$ cat config.mk
export PLATFORM = sky130hd
export DESIGN_NAME = skew_count_ctrl
export DESIGN_NICKNAME = d
export VERILOG_FILES = /design/src/rtl/skew_count_ctrl.sv
export SDC_FILE = /design/constraint.sdc
export NUM_CORES = 1
export LEC_CHECK = 0
export BUFFER_PORTS_ARGS = -buffer_cell sky130_fd_sc_hd__buf_2
export CAP_MARGIN = 20
export CORE_ASPECT_RATIO = 1.1
export CORE_MARGIN = 1.5
export CORE_UTILIZATION = 35
export CTS_CLUSTER_SIZE = 16
export DETAILED_ROUTE_END_ITERATION = 6
export PLACE_DENSITY_LB_ADDON = 0.1
export SKIP_LAST_GASP = 1
export SLEW_MARGIN = 20
export SYNTH_ARGS = -nofsm -noshare
export SYNTH_HDL_FRONTEND = slang
export SYNTH_SLANG_ARGS = --single-unit
export TNS_END_PERCENT = 20
$ cat constraint.sdc
create_clock -name clk -period 5 [get_ports clk]
set_input_delay 0.25 -clock clk [delete_from_list [all_inputs] [get_ports clk]]
set_output_delay 0.25 -clock clk [all_outputs]
set_load 0.01 [all_outputs]
$ cat src/rtl/skew_count_ctrl.sv
// skew_count_ctrl: sequences clear, one-hot phase enables and
// terminal-count handling for the skewed-phase 16-bit counter.
// Ports: clk, reset (sync, active low); in: start, stop, mode,
//   dwell, tc; out (registered): ph, phase_idx, cnt_clr, busy,
//   done, wrap_cnt.
module skew_count_ctrl #(
  parameter int DWELL_W = 4,
  parameter int WRAP_W  = 8
) (
  input  logic               clk,
  input  logic               reset,
  input  logic               start,
  input  logic               stop,
  input  logic               mode,
  input  logic [DWELL_W-1:0] dwell,
  input  logic               tc,
  output logic [3:0]         ph,
  output logic [1:0]         phase_idx,
  output logic               cnt_clr,
  output logic               busy,
  output logic               done,
  output logic [WRAP_W-1:0]  wrap_cnt
);

  typedef enum logic [2:0] {
    IDLE,
    CLEAR,
    RUN,
    DRAIN,
    DONE
  } state_t;

  state_t state, stateNext;

  logic               modeQ, modeNext;
  logic [DWELL_W-1:0] dwellQ, dwellNext;
  logic [DWELL_W-1:0] timer, timerNext;
  logic [1:0]         idxNext;
  logic               tcPend, tcPendNext;
  logic               stopPend, stopPendNext;
  logic               drainCnt, drainNext;
  logic [WRAP_W-1:0]  wrapNext;
  logic [3:0]         phNext;
  logic               tcEff, stopEff;

  always_comb begin
    stateNext    = state;
    modeNext     = modeQ;
    dwellNext    = dwellQ;
    timerNext    = timer;
    idxNext      = phase_idx;
    tcPendNext   = tcPend;
    stopPendNext = stopPend;
    drainNext    = drainCnt;
    wrapNext     = wrap_cnt;
    // A request seen in the phase-end cycle itself counts
    // for that same phase end.
    tcEff        = tcPend | tc;
    stopEff      = stopPend | stop;

    unique case (state)
      IDLE: begin
        if (start) begin
          stateNext    = CLEAR;
          modeNext     = mode;
          dwellNext    = dwell;
          wrapNext     = '0;
          idxNext      = '0;
          tcPendNext   = 1'b0;
          stopPendNext = 1'b0;
        end
      end
      CLEAR: begin
        stateNext = RUN;
        timerNext = dwellQ;
        idxNext   = '0;
      end
      RUN: begin
        tcPendNext   = tcEff;
        stopPendNext = stopEff;
        if (timer == '0) begin
          timerNext = dwellQ;
          idxNext   = phase_idx + 2'd1;
          if (stopEff) begin
            stateNext    = DRAIN;
            drainNext    = 1'b0;
            tcPendNext   = 1'b0;
            stopPendNext = 1'b0;
          end else if (phase_idx == 2'd3 && tcEff) begin
            if (!modeQ) begin
              stateNext    = DRAIN;
              drainNext    = 1'b0;
              tcPendNext   = 1'b0;
              stopPendNext = 1'b0;
            end else begin
              if (wrap_cnt != {WRAP_W{1'b1}}) begin
                wrapNext = wrap_cnt + WRAP_W'(1);
              end
              tcPendNext = 1'b0;
            end
          end
        end else begin
          timerNext = timer - DWELL_W'(1);
        end
      end
      DRAIN: begin
        if (drainCnt) begin
          stateNext = DONE;
        end else begin
          drainNext = 1'b1;
        end
      end
      DONE: begin
        stateNext = IDLE;
      end
      default: begin
        stateNext = IDLE;
      end
    endcase
  end

  // Outputs are registered decodes of the next state, so they
  // line up with the state they describe.
  always_comb begin
    phNext = 4'b0000;
    if (stateNext == RUN) begin
      phNext = 4'b0001 << idxNext;
    end
  end

  always_ff @(posedge clk) begin
    if (!reset) begin
      state     <= IDLE;
      modeQ     <= 1'b0;
      dwellQ    <= '0;
      timer     <= '0;
      phase_idx <= '0;
      tcPend    <= 1'b0;
      stopPend  <= 1'b0;
      drainCnt  <= 1'b0;
      wrap_cnt  <= '0;
      ph        <= '0;
      cnt_clr   <= 1'b0;
      busy      <= 1'b0;
      done      <= 1'b0;
    end else begin
      state     <= stateNext;
      modeQ     <= modeNext;
      dwellQ    <= dwellNext;
      timer     <= timerNext;
      phase_idx <= idxNext;
      tcPend    <= tcPendNext;
      stopPend  <= stopPendNext;
      drainCnt  <= drainNext;
      wrap_cnt  <= wrapNext;
      ph        <= phNext;
      cnt_clr   <= (stateNext == CLEAR);
      busy      <= (stateNext != IDLE);
      done      <= (stateNext == DONE);
    end
  end

endmodule

==> results of run 1 <==
[worst reg2reg max path, stage by stage (launching register included)]
cell and delay, ns:
dfxtp_1 0.32, inv_1 0.11, ha_1 0.19, nor3b_4 0.42
a41oi_4 0.30, or4_1 0.56, mux2i_1 0.13
[cells in the final DEF (no fill, tap or decap), types with 2 or more instances in the layout]
master / netlist / final
nor2b_1: 2 / 2
a211oi_1: 3 / 3
mux2i_1: 7 / 7
or3_1: 3 / 3
o21ai_0: 9 / 8
a31oi_1: 2 / 2
a2bb2oi_1: 2 / 2
nand3b_1: 2 / 2
nand2b_1: 3 / 3
nor3_1: 7 / 7
or2_2: 2 / 2
nand3_1: 7 / 7
nand2_1: 8 / 8
nor3b_1: 5 / 5
nand4_1: 2 / 2
o31ai_1: 6 / 6
buf_2: 1 / 26
clkbuf_8: 0 / 7
and2_1: 2 / 2
ha_1: 4 / 4
dfxtp_1: 32 / 32
or4_1: 6 / 6
a21oi_1: 11 / 11
and3_1: 2 / 2
inv_1: 4 / 4
nor2_1: 13 / 13
[report_power, final]
group          internal (mW)  switching, mW  leakage, nW  total, mW
sequential             0.269         0.0149        0.260      0.283
combinational         0.0420         0.0575        0.408     0.0995
clock                  0.123         0.0940       0.0503      0.217
[path summary, 6_finish.rpt]
kind	from	to	slack [ns]	cells past startpoint
setup / recovery	timer[0]	wrap_cnt[5]	2.87	6
hold / removal	dwell[1]	dwellQ[1]	0.20	3
setup reg to reg	timer[0]	wrap_cnt[5]	2.87	6
hold reg to reg	tcPend	tcPend	0.48	2
[per-layer routing]
layer	routed length [um]	part of all wire (%)	track usage [%]	vias to the layer above
met5	0	0	0	-
met4	69	2.0	6.80	0
met2	1650	48	24.6	29
met3	145	4.2	4.63	5
li1	-	-	-	666
met1	1560	46	18.9	619
[kinds of logic after synthesis]
logic type / count (synthesis) / synth area share, %
flops: 32 / 41.6
simple gates: 72 / 28.5
xor+xnor: 1 / 0.569
compound gates: 38 / 16.8
mux: 8 / 5.52
buf+inv: 11 / 3.74
fa+ha+maj: 4 / 3.25
[through the flow]
step / power (mW) / hold slack [ns] / setup slack (ns) / utilization (%) / cell area (um^2)
4_1_cts: 0.607 / 0.189 / 2.78 / 42.2 / 1800
2_1_floorplan: 0.364 / 0.372 / 3.13 / - / 1540
3_3_place_gp: 0.386 / 0.465 / 2.87 / 39.9 / 1700
5_1_grt: 0.626 / 0.204 / 2.72 / 42.2 / 1800
6_report: 0.599 / 0.200 / 2.87 / 42.2 / 1800
3_5_place_dp: 0.389 / 0.475 / 2.81 / 39.9 / 1700
[area by class of cell]
class / count / area (um^2) / share of cell area, %
inverters: 5 / 18.8 / 1.05
well taps: 54 / 67.6 / 3.76
clock buffers: 7 / 96.3 / 5.37
repair buffers: 26 / 130 / 7.25
multi-input cells: 123 / 842 / 46.9
flip-flops and latches: 32 / 641 / 35.7
[state kept, by name (all words and copies together) (netlist names)]
signal     count
ph             4
phase_idx      2
busy           1
stopPend       1
modeQ          1
wrap_cnt       8
timer          4
done           1
tcPend         1
dwellQ         4
drainCnt       1
cnt_clr        1
state          3
==> impl_metrics.csv, run 1 <==
group,metric,value,unit
clock_network,post-cts-setup-buffers,0,
sta,finalMaxSlewViolations,0,
die,start_util,36.2,%
route,vias,1319,
pwr,irDropWorstVdd,0.000118,V
yosys,syn_nets,180,
die,num_rows,25,
grt,grt_pass1_vias,1168,
die,core_area,4250,um^2
pwr,leakage,0.718,nW
yosys,yosysWarnings,0,
place,port_buffers,26,
clock_network,cts_tree,"done",
yosys,synth_top_area_cell,"dfxtp_1",
route,drt-initial-drc-count,81,
die,die_area,4810,um^2
clock_network,clkSinkCount,32,
clock_network,cts_hold_buffers,0,
layout,nFillCells,461,
route,ant_nets,0,
sta,worst_slew_pin_slew,0.771,ns
layout,n_antenna_cell,0,
route,drt-total-wl,3.43,mm
sta,fmax,0.468,GHz
critical_path,critPathLaunchType,"register",
route,drt_first_pass_iters,4,
grt,grt_max_degree,20,
clock_network,cts_resized,0,
die,die_y,72.6,um
critical_path,required,5.18,ns
sta,hold_viol,0,
route,drt-vias-per-instance,5.34,
critical_path,critPathSlowestCell,"or4_1",
yosys,ys_ff_latch,32,
route,drc,0,
critical_path,worstPathCellList,"inv_1 > ha_1 > nor3b_4 > a41oi_4 > or4_1 > mux2i_1",
critical_path,critPathBufInv,1,
sta,slew_headroom,48.3,%
yosys,synth_flop_cell,"dfxtp_1",
place,placedCellCount,240,
yosys,synth_edf_count,0,
hold_path,min_path_type,"input port to register",
critical_path,crit_type,"register to register",
place,gp_congestion,0.840,
yosys,synth_area,1540,um^2
sta,setup_violations,0,
clock_network,cts.reportedPaths.clkPinSlew,0.07,ns
die,ios,27,
layout,drive_gt1_share,21.2,%
yosys,async_flop_share,0,%
critical_path,max_stage_delay,0.56,ns
yosys,synthTopCellsByCount,"32 x dfxtp_1, 13 x nor2_1, 11 x a21oi_1",
pwr,powerDensity,334,nW/um^2
clock_network,clk_path_buf_depth,2,
sta,min_period,2.13,ns
grt,antenna_found_initial,0,
place,dpl.hpwl,2.43,mm
critical_path,critPathMaxFanout,14,
sta,rsz0062_at_grt,"no",
grt,grt_first_pass_wirelength,5.55,mm
clock_network,cts_made_buffers,5,
outcome,status,"complete, no violations",
sta,min_period_over_period,42.7,%
critical_path,cp-end-kind,"register",
die,die_w,66.3,um
layout,fin_nets,207,
clock_network,root_buffer,"clkbuf_8",
sta,finalClockSkew,0.00863,ns
run,maxCapViolations,0,
layout,area_delta_synth_final,16.6,%
yosys,synth.avg_cell_area,9.28,um^2
grt,overflow,0,
yosys,synth_area_leaders,"dfxtp_1 42%, mux2i_1 4.5%, a21oi_1 3.6%, ha_1 3.2%, nor2_1 3.2%",
yosys,synth_cell_types,43,
yosys,yosysTopAreaCellShare,41.6,%
critical_path,cp_top_family,"simple AND/OR/NAND/NOR gates",
layout,stdcell_count,247,
sta,fin_tns_setup,0,ns
yosys,synth_seq_area_share,41.6,%
grt,track_usage,15.3,%
route,avgRoutedWirePerCell,13.9,um
critical_path,worstPathArrival,2.31,ns
clock_network,cts-htree-levels,2,
yosys,yosysMostFrequentCell,"dfxtp_1",
yosys,syn_inst,166,
clock_network,clk_latency,0.28,ns
(Power assumes the default switching activity.)
==> run 2, diff against run 1 <==
==> constraint.sdc (replaced) <==
create_clock -name clk -period 1.75 [get_ports clk]
set_input_delay 0.0875 -clock clk [delete_from_list [all_inputs] [get_ports clk]]
set_output_delay 0.0875 -clock clk [all_outputs]
set_load 0.01 [all_outputs]
==> impl_metrics.csv, run 2 (synthesis results as in run 1) <==
group,metric,value,unit
sta,slew_headroom,72.7,%
place,dpl.hpwl,2.67,mm
sta,setup_violations,8,
route,drt-total-wl,3.66,mm
clock_network,cts-htree-levels,2,
pwr,power.total,1.76,mW
grt,track_usage,17.0,%
sta,finalMaxSlewViolations,0,
layout,largest_register_ff_count,8,
critical_path,worstPathCellList,"inv_2 > ha_4 > or4b_1 > a211o_1 > mux2_4 > nor3b_2",
grt,grt_pass1_vias,1374,
route,drt-vias-per-instance,5.20,
clock_network,clk_path_buf_depth,2,
die,start_util,36.2,%
grt,antenna_found_initial,0,
layout,n_antenna_cell,0,
clock_network,cts.reportedPaths.clkPinSlew,0.06,ns
pwr,powerDensity,868,nW/um^2
critical_path,critPathLaunchType,"register",
pwr,seqPwrFrac,44.9,%
place,port_buffers,26,
layout,drive_gt1_share,34.1,%
clock_network,cts_made_buffers,5,
sta,rsz0062_at_grt,"yes",
die,num_rows,25,
sta,fmax,0.546,GHz
sta,worst_slew_pin_slew,0.407,ns
route,drt_first_pass_iters,4,
pwr,p_int,1.28,mW
critical_path,crit_type,"register to register",
layout,nFillCells,428,
clock_network,root_buffer,"clkbuf_8",
run,maxCapViolations,0,
place,placedCellCount,261,
route,avgRoutedWirePerCell,13.3,um
layout,fin_nets,233,
hold_path,min-delay-start,"dwell[3]",
sta,hold_viol,0,
critical_path,critPathMaxFanout,5,
grt,grt_first_pass_wirelength,6.22,mm
die,ios,27,
pwr,switching_power,0.486,mW
layout,area_delta_synth_final,31.7,%
die,die_area,4810,um^2
route,drc,0,
critical_path,r2r-start,"timer[1]",
route,ant_nets,0,
grt,grt_max_degree,15,
grt,overflow,0,
pwr,irDropWorstVdd,0.000450,V
critical_path,worstPathArrival,1.99,ns
layout,mostFrequentLayoutCells,"30 x dfxtp_1, 26 x buf_2, 25 x buf_4, 13 x nor2_1, 11 x a21oi_1",
outcome,status,"finished with violations",
critical_path,critPathSlowestCell,"or4b_1",
layout,multiInputGateArea,871,um^2
sta,finalClockSkew,0.00290,ns
route,vias,1424,
place,placed_area,1870,um^2
critical_path,cp-end-kind,"register",
die,core_area,4250,um^2
sta,min_period,1.83,ns
layout,final-seq-area,643,um^2
outcome,violations,"setup timing",
hold_path,min_path_type,"input port to register",
layout,regMostFlops,"wrap_cnt",
clock_network,clk_latency,0.28,ns
route,drt-initial-drc-count,77,
critical_path,required,1.91,ns
pwr,p_clk_share,32.8,%
layout,final_common_cell,"dfxtp_1",
sta,min_period_over_period,105,%
pwr,comb_power_share,22.3,%
pwr,leakage,0.854,nW
sta,finalWorstSetupSlack,-0.0808,ns
place,pre_cts_slack,-0.125,ns
pwr,p_sw_share,27.6,%
critical_path,max_stage_delay,0.43,ns
die,die_y,72.6,um
clock_network,clkSinkCount,32,
place,gp_congestion,0.811,
clock_network,cts_tree,"done",
critical_path,critical_path.startpoint,"timer[1]",
layout,stdcell_count,274,
die,die_w,66.3,um
layout,final_core_util,47.7,%
layout,stdcell_area,2030,um^2
-- run 2: changes by cell type in the layout (fill, tap and decap cells not counted), sizes merged --
cell and delta:
buf +26, clkbuf +1
-- run 2: per-stage QoR --
stage          hold WS, ns  setup TNS, ns
3_5_place_dp         0.331         -0.687
6_report            0.0398         -0.380
2_1_floorplan        0.209         -0.230
3_3_place_gp         0.326         -0.564
5_1_grt             0.0554          -1.63
4_1_cts             0.0352         -0.391
-- run 2: layout make-up --
cell class	count	share of cell area [%]
Inverter	5	0.925
Multi-Input combinational cell	123	42.9
Sequential cell	32	31.7
Timing Repair Buffer	52	16.7
Tap cell	54	3.33
Clock buffer	8	4.44
-- run 2: what timing repair did --
| action | 4_1_cts | 5_1_grt |
|---|---|---|
| cloned | 0 | 0 |
| setup buffers | 5 | 0 |
| endpoints found under the hold margin | 0 | 0 |
| hold buffers | 0 | 0 |
| setup endpoints to repair | 10 | 15 |
| pin swaps | 4 | 0 |
| resized for setup | 8 | 2 |
-- run 2: routing by layer --
layer | vias to the layer above | routed length (um) | global-route usage [%]
met3 | 9 | 135 | 4.63
met2 | 25 | 1840 | 29.1
met5 | - | 0 | 0
met4 | 0 | 85 | 7.94
li1 | 724 | - | -
met1 | 666 | 1590 | 19.4
-- run 2: worst paths after layout --
path / endpoint / slack, ns / cells past startpoint
worst min-delay path: dwellQ[3] / 0.04 / 3
worst max register to register: ph[1] / -0.08 / 6
worst min register to register: timer[2] / 0.49 / 2
worst max-delay path: ph[1] / -0.08 / 6
-- run 2: power groups by stage --
stage | Clock (mW) | Combinational, mW | Sequential, mW
detailed placement | 0 | 0.367 | 0.807
global route | 0.642 | 0.434 | 0.796
global placement | 0 | 0.365 | 0.806
finish | 0.578 | 0.392 | 0.792
CTS | 0.603 | 0.390 | 0.792
floorplan | 0 | 0.226 | 0.814
-- run 2: critical path, delay by kind of cell (launching register included) --
| kind | cells | cell delay [ns] |
|---|---|---|
| adder cells (fa/ha/maj) | 1 | 0.13 |
| flip-flops | 1 | 0.32 |
| AND/OR/NAND/NOR | 2 | 0.59 |
| AO/OA/AOI/OAI | 1 | 0.30 |
| buffers and inverters | 1 | 0.07 |
| multiplexers | 1 | 0.30 |
